===== src/rtl/register_scoreboard_pkg.sv =====
// Shared constants for the register scoreboard: counter/index widths, per-file register counts,
// named register indices and a bit-count helper used by the pending counters.
package register_scoreboard_pkg;

   localparam int CNT_W_DEF    = 2;
   localparam int IDX_W_DEF    = 3;

   localparam int GPR_NUM_REGS = 8;
   localparam int SEG_NUM_REGS = 6;
   localparam int MMX_NUM_REGS = 8;

   localparam int REG_ESP      = 4;
   localparam int REG_ESI      = 6;
   localparam int REG_EDI      = 7;

   function automatic int unsigned count_ones(input logic [31:0] v);
      int unsigned n;
      n = 0;
      for (int i = 0; i < 32; i++) n += 32'(v[i]);
      return n;
   endfunction

endpackage


===== src/rtl/register_scoreboard_if.sv =====
// Decode-to-address-generation handshake plus writeback release ports seen by the scoreboard.
// The decode side drives master; the scoreboard takes slave.
interface register_scoreboard_if
   import register_scoreboard_pkg::*;
#(
   parameter int NUM_REGS = GPR_NUM_REGS,
   parameter int WB_PORTS = 1,
   parameter int IDX_W    = IDX_W_DEF
);
   logic                      d_valid;
   logic                      d_ready;
   logic [NUM_REGS-1:0]       d_src_mask;
   logic [NUM_REGS-1:0]       d_dst_mask;
   logic                      r_valid;
   logic                      r_ready;
   logic [WB_PORTS-1:0]       wb_en;
   logic [WB_PORTS*IDX_W-1:0] wb_reg;

   modport master (
      output d_valid, d_src_mask, d_dst_mask, r_ready, wb_en, wb_reg,
      input  d_ready, r_valid
   );

   modport slave (
      input  d_valid, d_src_mask, d_dst_mask, r_ready, wb_en, wb_reg,
      output d_ready, r_valid
   );
endinterface


===== src/rtl/register_scoreboard_counter.sv =====
// One register's pending-write counter: registered, saturating at 2^CNT_W-1, clamps to 0 on underflow.
// Flush zeroes it at the next edge and discards same-cycle writebacks (no underflow pulse).
module scoreboard_counter
   import register_scoreboard_pkg::*;
#(
   parameter int CNT_W    = CNT_W_DEF,
   parameter int WB_PORTS = 1
) (
   input  logic                clk,
   input  logic                reset,
   input  logic                flush,
   input  logic                inc,
   input  logic [WB_PORTS-1:0] dec_hit,
   output logic [CNT_W-1:0]    count,
   output logic                nonzero,
   output logic                at_max,
   output logic                underflow
);
   localparam int SW = CNT_W + WB_PORTS + 1;
   localparam logic [CNT_W-1:0] CNT_MAX = '1;

   logic [SW-1:0]    sum;
   logic [SW-1:0]    dec;
   logic [SW-1:0]    diff;
   logic [CNT_W-1:0] cnt_nxt;

   always_comb begin
      sum       = SW'(count) + SW'(inc);
      dec       = SW'(count_ones(32'(dec_hit)));
      diff      = sum - dec;
      underflow = 1'b0;
      cnt_nxt   = count;
      if (flush) begin
         cnt_nxt = '0;
      end else if (dec > sum) begin
         cnt_nxt   = '0;
         underflow = 1'b1;
      end else if (diff > SW'(CNT_MAX)) begin
         cnt_nxt = CNT_MAX;
      end else begin
         cnt_nxt = diff[CNT_W-1:0];
      end
   end

   always_ff @(posedge clk or posedge reset) begin
      if (reset) count <= '0;
      else       count <= cnt_nxt;
   end

   assign nonzero = |count;
   assign at_max  = (count == CNT_MAX);
endmodule


===== src/rtl/register_scoreboard.sv =====
// Register scoreboard gating decode->AGU issue on pending writes; handshake is combinational, zero latency.
// REGISTER_SCOREBOARD_WB_BYPASS_EN lets a final writeback release a dependent in the same cycle.
module register_scoreboard
   import register_scoreboard_pkg::*;
#(
   parameter int NUM_REGS = GPR_NUM_REGS,
   parameter int CNT_W    = CNT_W_DEF,
   parameter int WB_PORTS = 1,
   parameter int IDX_W    = IDX_W_DEF
) (
   input  logic                 clk,
   input  logic                 reset,
   input  logic                 flush,
   register_scoreboard_if.slave bus,
   output logic [NUM_REGS-1:0]  busy_mask,
   output logic                 stall,
   output logic                 underflow_err
);
   logic [NUM_REGS-1:0] busy_eff;
   logic [NUM_REGS-1:0] at_max;
   logic [NUM_REGS-1:0] uf;
   logic [NUM_REGS-1:0] inc;
   logic                hazard;
   logic                sat;
   logic                accept;

   assign accept = bus.d_valid & bus.d_ready;

   for (genvar gi = 0; gi < NUM_REGS; gi++) begin : g_reg
      logic [WB_PORTS-1:0] hit;
      logic [CNT_W-1:0]    count;

      // Indices >= NUM_REGS never match any counter, so they are silently dropped.
      always_comb begin
         hit = '0;
         for (int p = 0; p < WB_PORTS; p++)
            hit[p] = bus.wb_en[p] && (bus.wb_reg[p*IDX_W +: IDX_W] == IDX_W'(gi));
      end

      assign inc[gi] = accept & bus.d_dst_mask[gi];

      scoreboard_counter #(
         .CNT_W    (CNT_W),
         .WB_PORTS (WB_PORTS)
      ) u_cnt (
         .clk       (clk),
         .reset     (reset),
         .flush     (flush),
         .inc       (inc[gi]),
         .dec_hit   (hit),
         .count     (count),
         .nonzero   (busy_mask[gi]),
         .at_max    (at_max[gi]),
         .underflow (uf[gi])
      );

`ifdef REGISTER_SCOREBOARD_WB_BYPASS_EN
      assign busy_eff[gi] = busy_mask[gi] & ~((count == CNT_W'(1)) & (|hit));
`else
      // Registered view only: keeps wb_* off the combinational path to d_ready/r_valid.
      assign busy_eff[gi] = (count != '0);
`endif
   end

   assign hazard      = |(bus.d_src_mask & busy_eff);
   assign sat         = |(bus.d_dst_mask & at_max);
   assign stall       = hazard | sat | flush;
   assign bus.r_valid = bus.d_valid & ~stall;
   assign bus.d_ready = bus.r_ready & ~stall;

   always_ff @(posedge clk or posedge reset) begin
      if (reset)    underflow_err <= 1'b0;
      else if (|uf) underflow_err <= 1'b1;
   end
endmodule


===== src/flat_wrapper.sv =====
// flat-port wrapper written by rule: the top's interface ports become plain ports
module register_scoreboard_flat import register_scoreboard_pkg::*;
#(
   parameter int NUM_REGS = GPR_NUM_REGS,
   parameter int CNT_W    = CNT_W_DEF,
   parameter int WB_PORTS = 1,
   parameter int IDX_W    = IDX_W_DEF
)
  (clk, reset, flush, busy_mask, stall, underflow_err, bus_d_valid, bus_d_src_mask, bus_d_dst_mask, bus_r_ready, bus_wb_en, bus_wb_reg, bus_d_ready, bus_r_valid);
  register_scoreboard_if #(.NUM_REGS(NUM_REGS), .WB_PORTS(WB_PORTS), .IDX_W(IDX_W)) bus_i ();
  input  logic clk;
  input  logic reset;
  input  logic flush;
  output logic [NUM_REGS-1:0] busy_mask;
  output logic stall;
  output logic underflow_err;
  input wire logic [$bits(bus_i.d_valid)-1:0] bus_d_valid;
  input wire logic [$bits(bus_i.d_src_mask)-1:0] bus_d_src_mask;
  input wire logic [$bits(bus_i.d_dst_mask)-1:0] bus_d_dst_mask;
  input wire logic [$bits(bus_i.r_ready)-1:0] bus_r_ready;
  input wire logic [$bits(bus_i.wb_en)-1:0] bus_wb_en;
  input wire logic [$bits(bus_i.wb_reg)-1:0] bus_wb_reg;
  output wire logic [$bits(bus_i.d_ready)-1:0] bus_d_ready;
  output wire logic [$bits(bus_i.r_valid)-1:0] bus_r_valid;
  assign bus_i.d_valid = bus_d_valid;
  assign bus_i.d_src_mask = bus_d_src_mask;
  assign bus_i.d_dst_mask = bus_d_dst_mask;
  assign bus_i.r_ready = bus_r_ready;
  assign bus_i.wb_en = bus_wb_en;
  assign bus_i.wb_reg = bus_wb_reg;
  assign bus_d_ready = bus_i.d_ready;
  assign bus_r_valid = bus_i.r_valid;
  register_scoreboard #(.NUM_REGS(NUM_REGS), .CNT_W(CNT_W), .WB_PORTS(WB_PORTS), .IDX_W(IDX_W)) u_core (.clk(clk), .reset(reset), .flush(flush), .bus(bus_i), .busy_mask(busy_mask), .stall(stall), .underflow_err(underflow_err));
endmodule

===== config.mk =====
export PLATFORM = sky130hd
export DESIGN_NAME = register_scoreboard_flat
export DESIGN_NICKNAME = d
export VERILOG_FILES = /design/src/rtl/register_scoreboard_pkg.sv /design/src/rtl/register_scoreboard_if.sv /design/src/rtl/register_scoreboard_counter.sv /design/src/rtl/register_scoreboard.sv /design/src/flat_wrapper.sv
export SDC_FILE = /design/constraint.sdc
export NUM_CORES = 1
export LEC_CHECK = 0
export BUFFER_PORTS_ARGS = -buffer_cell sky130_fd_sc_hd__buf_4
export CAP_MARGIN = 20
export CORE_AREA = 3 3 62 64
export CTS_CLUSTER_DIAMETER = 30
export CTS_CLUSTER_SIZE = 25
export DETAILED_ROUTE_END_ITERATION = 8
export DIE_AREA = 0 0 65 67
export HOLD_SLACK_MARGIN = 0.06
export PLACE_DENSITY = 0.8
export SKIP_LAST_GASP = 1
export SYNTH_ARGS = -nofsm -noshare
export SYNTH_HDL_FRONTEND = slang
export SYNTH_SLANG_ARGS = --single-unit

===== constraint.sdc =====
create_clock -name clk -period 9.2 [get_ports clk]
set_input_delay 0.92 -clock clk [delete_from_list [all_inputs] [get_ports clk]]
set_output_delay 0.92 -clock clk [all_outputs]
set_load 0.005 [all_outputs]

Word-level counts from Yosys, hierarchy flattened:

Index checks and enable logic that the tools add are counted.

* reduce and logical (&&, ||, !) cells: 28
* $add $sub $neg: 16
* bitwise logic cells: 16
* order comparisons: 16
* muxes and demuxes: 40
* equality and inequality tests: 15

Operator list (count)
* 2-to-1 mux 2 bit: 24
* > comparator 1 x 4 -> 1 bit: 8
* > comparator 4 x 2 -> 1 bit (second input constant): 8
* subtractor 4 x 1 -> 4 bit: 8
* adder 2 x 1 -> 3 bit: 8
* OR reduction 8 bit: 3
* AND 8 bit: 2
* == test 2 bit (second input constant): 8
* 2-to-1 mux 1 bit: 16
* nonzero test 2 bit: 8
* OR reduction 2 bit: 8
* == test 3 bit (second input constant): 4
* AND 1 bit: 11
* logical AND 1 bit: 8
* == test 3 x 2 -> 1 bit (second input constant): 2
* == test 3 x 1 -> 1 bit (second input constant): 1
* zero test 3 bit: 1
* bitwise OR 1 bit: 2
* inverter 1 bit: 1

* output and inout bits: 12
* input bits: 25
* register bits after elaboration: 17

Longest topological paths before layout:

* depth in word-level cells: 15
* depth in mapped cells: 14

Modules after synthesis:

From an unflattened synthesis, not the netlist that was laid out.

* cell total of the unflattened synthesis: 238
* area, all modules: 2072.0 um2

Modules (own cells, without submodules)
* scoreboard_counter (u_core.g_reg[1].u_cnt ...): cells each 22, area an instance 209.0 um2, instances 7
* register_scoreboard: cells each 62, area an instance 394.1 um2, instances 1
* scoreboard_counter (u_core.g_reg[0].u_cnt): cells each 22, area an instance 215.2 um2, instances 1

Least setup slack after synthesis:

OpenSTA, ideal clock, no wires.

* path kind: in2reg
* start point: in bus_d_dst_mask[1]
* end point: reg u_core.underflow_err
* setup time: 0.127 ns
* required time: 9.073 ns
* arrival: 3.419 ns
* path slack: 5.653 ns
* stages on the path: 14
* path buffers: 1
* path through: a21oi_1 nor2_1 or3_1 buf_6 nor4_1 ha_1 inv_1 ha_1 inv_1 ha_1 ha_1 nor4_1 a21oi_1 or2_2

* longest elaborated chain between the ends: 13
* elaborated cells on any way between the ends: 48

Ends and longest elaborated chain
* from (decl): RTL line flat_wrapper.sv:19 `input wire logic [$bits(bus_i.d_dst_mask)-1:0] bus_d_dst_mask;`
* AND 8 bit: RTL line register_scoreboard.sv:66 `assign sat = |(bus.d_dst_mask & at_max);`
* OR reduction 8 bit: RTL line register_scoreboard.sv:66
* bitwise OR 1 bit (2 in a row): RTL line register_scoreboard.sv:67 `assign stall = hazard | sat | flush;`
* inverter 1 bit: RTL line register_scoreboard.sv:69 `assign bus.d_ready = bus.r_ready & ~stall;`
* AND 1 bit: RTL line register_scoreboard.sv:69
* AND 1 bit: RTL line register_scoreboard.sv:27 `assign accept = bus.d_valid & bus.d_ready;`
* AND 1 bit: RTL line register_scoreboard.sv:40 `assign inc[gi] = accept & bus.d_dst_mask[gi];`
* adder 2 x 1 -> 3 bit: RTL line register_scoreboard_counter.sv:28 `sum = SW'(count) + SW'(inc);`
* > comparator 1 x 4 -> 1 bit: RTL line register_scoreboard_counter.sv:35 `end else if (dec > sum) begin`
* 2-to-1 mux 1 bit: RTL line register_scoreboard_counter.sv:35
* 2-to-1 mux 1 bit: RTL line register_scoreboard_counter.sv:33 `if (flush) begin`
* OR reduction 8 bit *: RTL line register_scoreboard.sv:73 `else if (|uf) underflow_err <= 1'b1;`
* to (signal assigned): RTL line register_scoreboard.sv:72 `if (reset) underflow_err <= 1'b0;`
* to (signal assigned): RTL line register_scoreboard.sv:73
* to (decl): RTL line register_scoreboard.sv:17 `output logic underflow_err`

Mark *: on every way between the ends. The rest lies on a longest branch, timed or not.
A chain may end at the register's enable or synchronous reset.

Worst setup path after layout:

Ends and elaborated chain as after synthesis.

==> results.json <==
{
  "numCtsBuffers": 3,
  "ys_types": 26,
  "crit_type": "input pin to flip-flop",
  "cp_num_buf_inv": 3,
  "cpPeakStageDelay_ns": 0.53,
  "grt_pass1_vias": 1470,
  "totalWireLength_mm": 3.83,
  "ys_warn_count": 0,
  "synth.mux.area_fraction_pct": 0,
  "cts_setup_buffers": 0,
  "tightest_slew_ns": 0.695,
  "ctsHoldBuffers": 0,
  "grt_use_total_pct": 19.0,
  "hold_viol": 0,
  "hpwl_mm": 3.17,
  "grt_pass1_wl_mm": 6.29,
  "crit_path_end_kind": "flip-flop",
  "drcViolationCount": 0,
  "place.gp.congestion": 0.812,
  "cts_resized": 0,
  "dr_total_vias": 1566,
  "final_nets": 338,
  "fillers": 284,
  "path_max_fanout": 11,
  "ios": 37,
  "r2r-end": "u_core.underflow_err",
  "max_freq_mhz": 265,
  "worstHoldPathCells": 1,
  "grt_max_degree": 19,
  "rsz0062_at_grt": "no",
  "rr_worst_depth": 13,
  "p_leak_nw": 1.09,
  "finClkSkew_ns": 0.00512,
  "core_sq_um": 3340,
  "drv_slew": 0,
  "cp.required_ns": 9.39,
  "overflow": 0,
  "cts_max_level": 1,
  "slew_headroom_pct": 53.6,
  "synth_compound_area_share_pct": 7.53,
  "power_density_nw_per_um2": 84.3,
  "wl_per_cell_um": 12.7,
  "drive_gt1_share_pct": 19.5,
  "syn_to_final_growth_pct": 13.9,
  "via_per_inst": 5.19,
  "cp_slowest_cell": "or3_1",
  "root_buffer": "clkbuf_4",
  "r2r_slack_ns": 5.66,
  "ir_drop_mv": 0.0404,
  "worstSkewPairLatency_ns": 0.30,
  "fp-row-count": 21,
  "min_to": "u_core.underflow_err",
  "antenna_cells": 0,
  "syn_avg_cell_area_sq_um": 8.71,
  "setup_viol": 0,
  "synth-adder-area-share_pct": 38.5,
  "hold_path.class": "flip-flop to flip-flop",
  "ant_nets": 0,
  "status": "complete, no violations",
  "fin_crit_sh_pct": 41.0,
  "die_h_um": 67,
  "first_pass_iters": 5,
  "synth_fp_nets": 308,
  "ys_seq_area_share_pct": 21.5,
  "cts_sinks": 17,
  "crit_chain": "buf_4, a21oi_1, nor2_1, or3_1, nor4_1, ha_1, inv_1, ha_1, inv_1, ha_1, ha_1, nor4_1, a21oi_1, or2_2",
  "fp.dieW_um": 65,
  "drv_cap": 0,
  "hold_start": "u_core.underflow_err",
  "drt_iter0_drc": 93,
  "portBuffers": 36,
  "synth-seq-cells": 17,
  "fin_setup_tns_ns": 0,
  "dieArea_sq_um": 4360,
  "cts_tree": "done",
  "crit_family": "simple AND/OR/NAND/NOR gates",
  "period_minus_slack_ns": 3.77,
  "clkTransAtPathRegs_ns": 0.11,
  "cpMostUsedCell": "ha_1",
  "holdWs_ns": 0.480,
  "arrival_ns": 3.97,
  "grt_antenna_before_repair": 0,
  "netlist_area_sq_um": 1980,
  "r2r_start": "u_core.g_reg[3].u_cnt.count[1]",
  "synthCells": 227,
  "clockBufferDepth": 2,
  "cp-start-kind": "input pin",
  "synth_top_family_by_area": "adder cells",
  "start_util_pct": 59.3,
  "synth-xor-area-share_pct": 0,
  "synth_simple_gate_area_share_pct": 18.6
}
final cells by class:
| class | instances | area [sq um] | area share [%] |
|---|---|---|---|
| Multi-Input combinational cell | 147 | 1280 | 56.7 |
| Sequential cell | 17 | 425 | 18.9 |
| Timing Repair Buffer | 36 | 270 | 12.0 |
| Inverter | 52 | 195 | 8.67 |
| Tap cell | 46 | 57.6 | 2.56 |
| Clock buffer | 4 | 26.3 | 1.17 |
power breakdown:
part	leakage, nW	total [W]	switching, W	internal, W
Sequential	0.228	0.0000842	0.00000526	0.0000789
Clock	0.0150	0.0000440	0.0000271	0.0000169
Combinational	0.851	0.0000617	0.0000312	0.0000306
Total	1.09	0.000190	0.0000635	0.000126
cells in the mapped netlist (all sizes together):
library cell  count  area (sq um)
o21ai             5          28.8
buf              11          80.1
ha               48           601
nor4             10          62.6
dfrtp            17           425
nor2b             8          50.1
inv              52           195
nand4             2          12.5
nor2              8          30.0
a221oi            1          15.0
a21oi             4          20.0
nand2            20          75.1
nand2b            3          18.8
nand3             6          30.0
o221ai            1          15.0
or2              10          62.6
or3               1          6.26
fa                8           160
a311oi            8          70.1
nor3              4          20.0
how the worst max path moves through the flow:
stage                                 start  cells past startpoint                   end  slack, ns
final                     bus_d_dst_mask[1]                     14  u_core.underflow_err       5.43
after CTS                 bus_d_dst_mask[1]                     14  u_core.underflow_err       5.45
after global routing      bus_d_dst_mask[1]                     14  u_core.underflow_err       5.22
after floorplan           bus_d_dst_mask[1]                     14  u_core.underflow_err       5.65
after global placement    bus_d_dst_mask[1]                     14  u_core.underflow_err       5.20
after detailed placement  bus_d_dst_mask[1]                     14  u_core.underflow_err       5.14
worst register-to-register path, delay by kind of cell (launching register included):
kind | cells | cell delay, ns
DFF | 1 | 0.48
buffers and inverters | 2 | 0.10
adders and majority gates | 4 | 0.92
and+or+nand+nor | 5 | 1.66
AOI/OAI and AO/OA | 2 | 0.28
per-layer routing:
layer / global-route usage, % / share of wire [%] / vias up
met5: 0 / 0 / -
met4: 6.07 / 1.3 / 0
met3: 1.69 / 2.9 / 6
met2: 34.7 / 52 / 31
met1: 23.4 / 44 / 748
li1: - / - / 781
layout by cell type, fill, tap and decap left out, types with 6 or more instances in the layout:
cell,n
nor4_1,10
a311oi_1,8
fa_1,8
nor2b_1,8
inv_1,52
nor2_1,8
or2_2,8
buf_4,36
ha_1,48
nand2_1,20
nand3_1,6
dfrtp_1,17
registers in the layout (all words and copies together) (netlist names):
name and flops:
u_core.g.u_cnt.count 16, u_core.underflow_err 1
through the flow:
stage          worst slack (ns)  area (sq um)  instances  utilization [%]  total power [W]
3_3_place_gp               5.20          2230        298             66.7         0.000146
5_1_grt                    5.22          2250        302             67.5         0.000201
6_report                   5.43          2250        302             67.5         0.000190
3_5_place_dp               5.14          2230        298             66.7         0.000147
4_1_cts                    5.45          2250        302             67.5         0.000189
2_1_floorplan              5.65          1980        227                -         0.000126
cell families after synthesis:
| logic type | count (synthesis) |
|---|---|
| simple gates | 72 |
| buf+inv | 63 |
| fa+ha+maj | 56 |
| compound gates | 19 |
| flops | 17 |
Note: power is estimated with default switching activity, not from simulation.
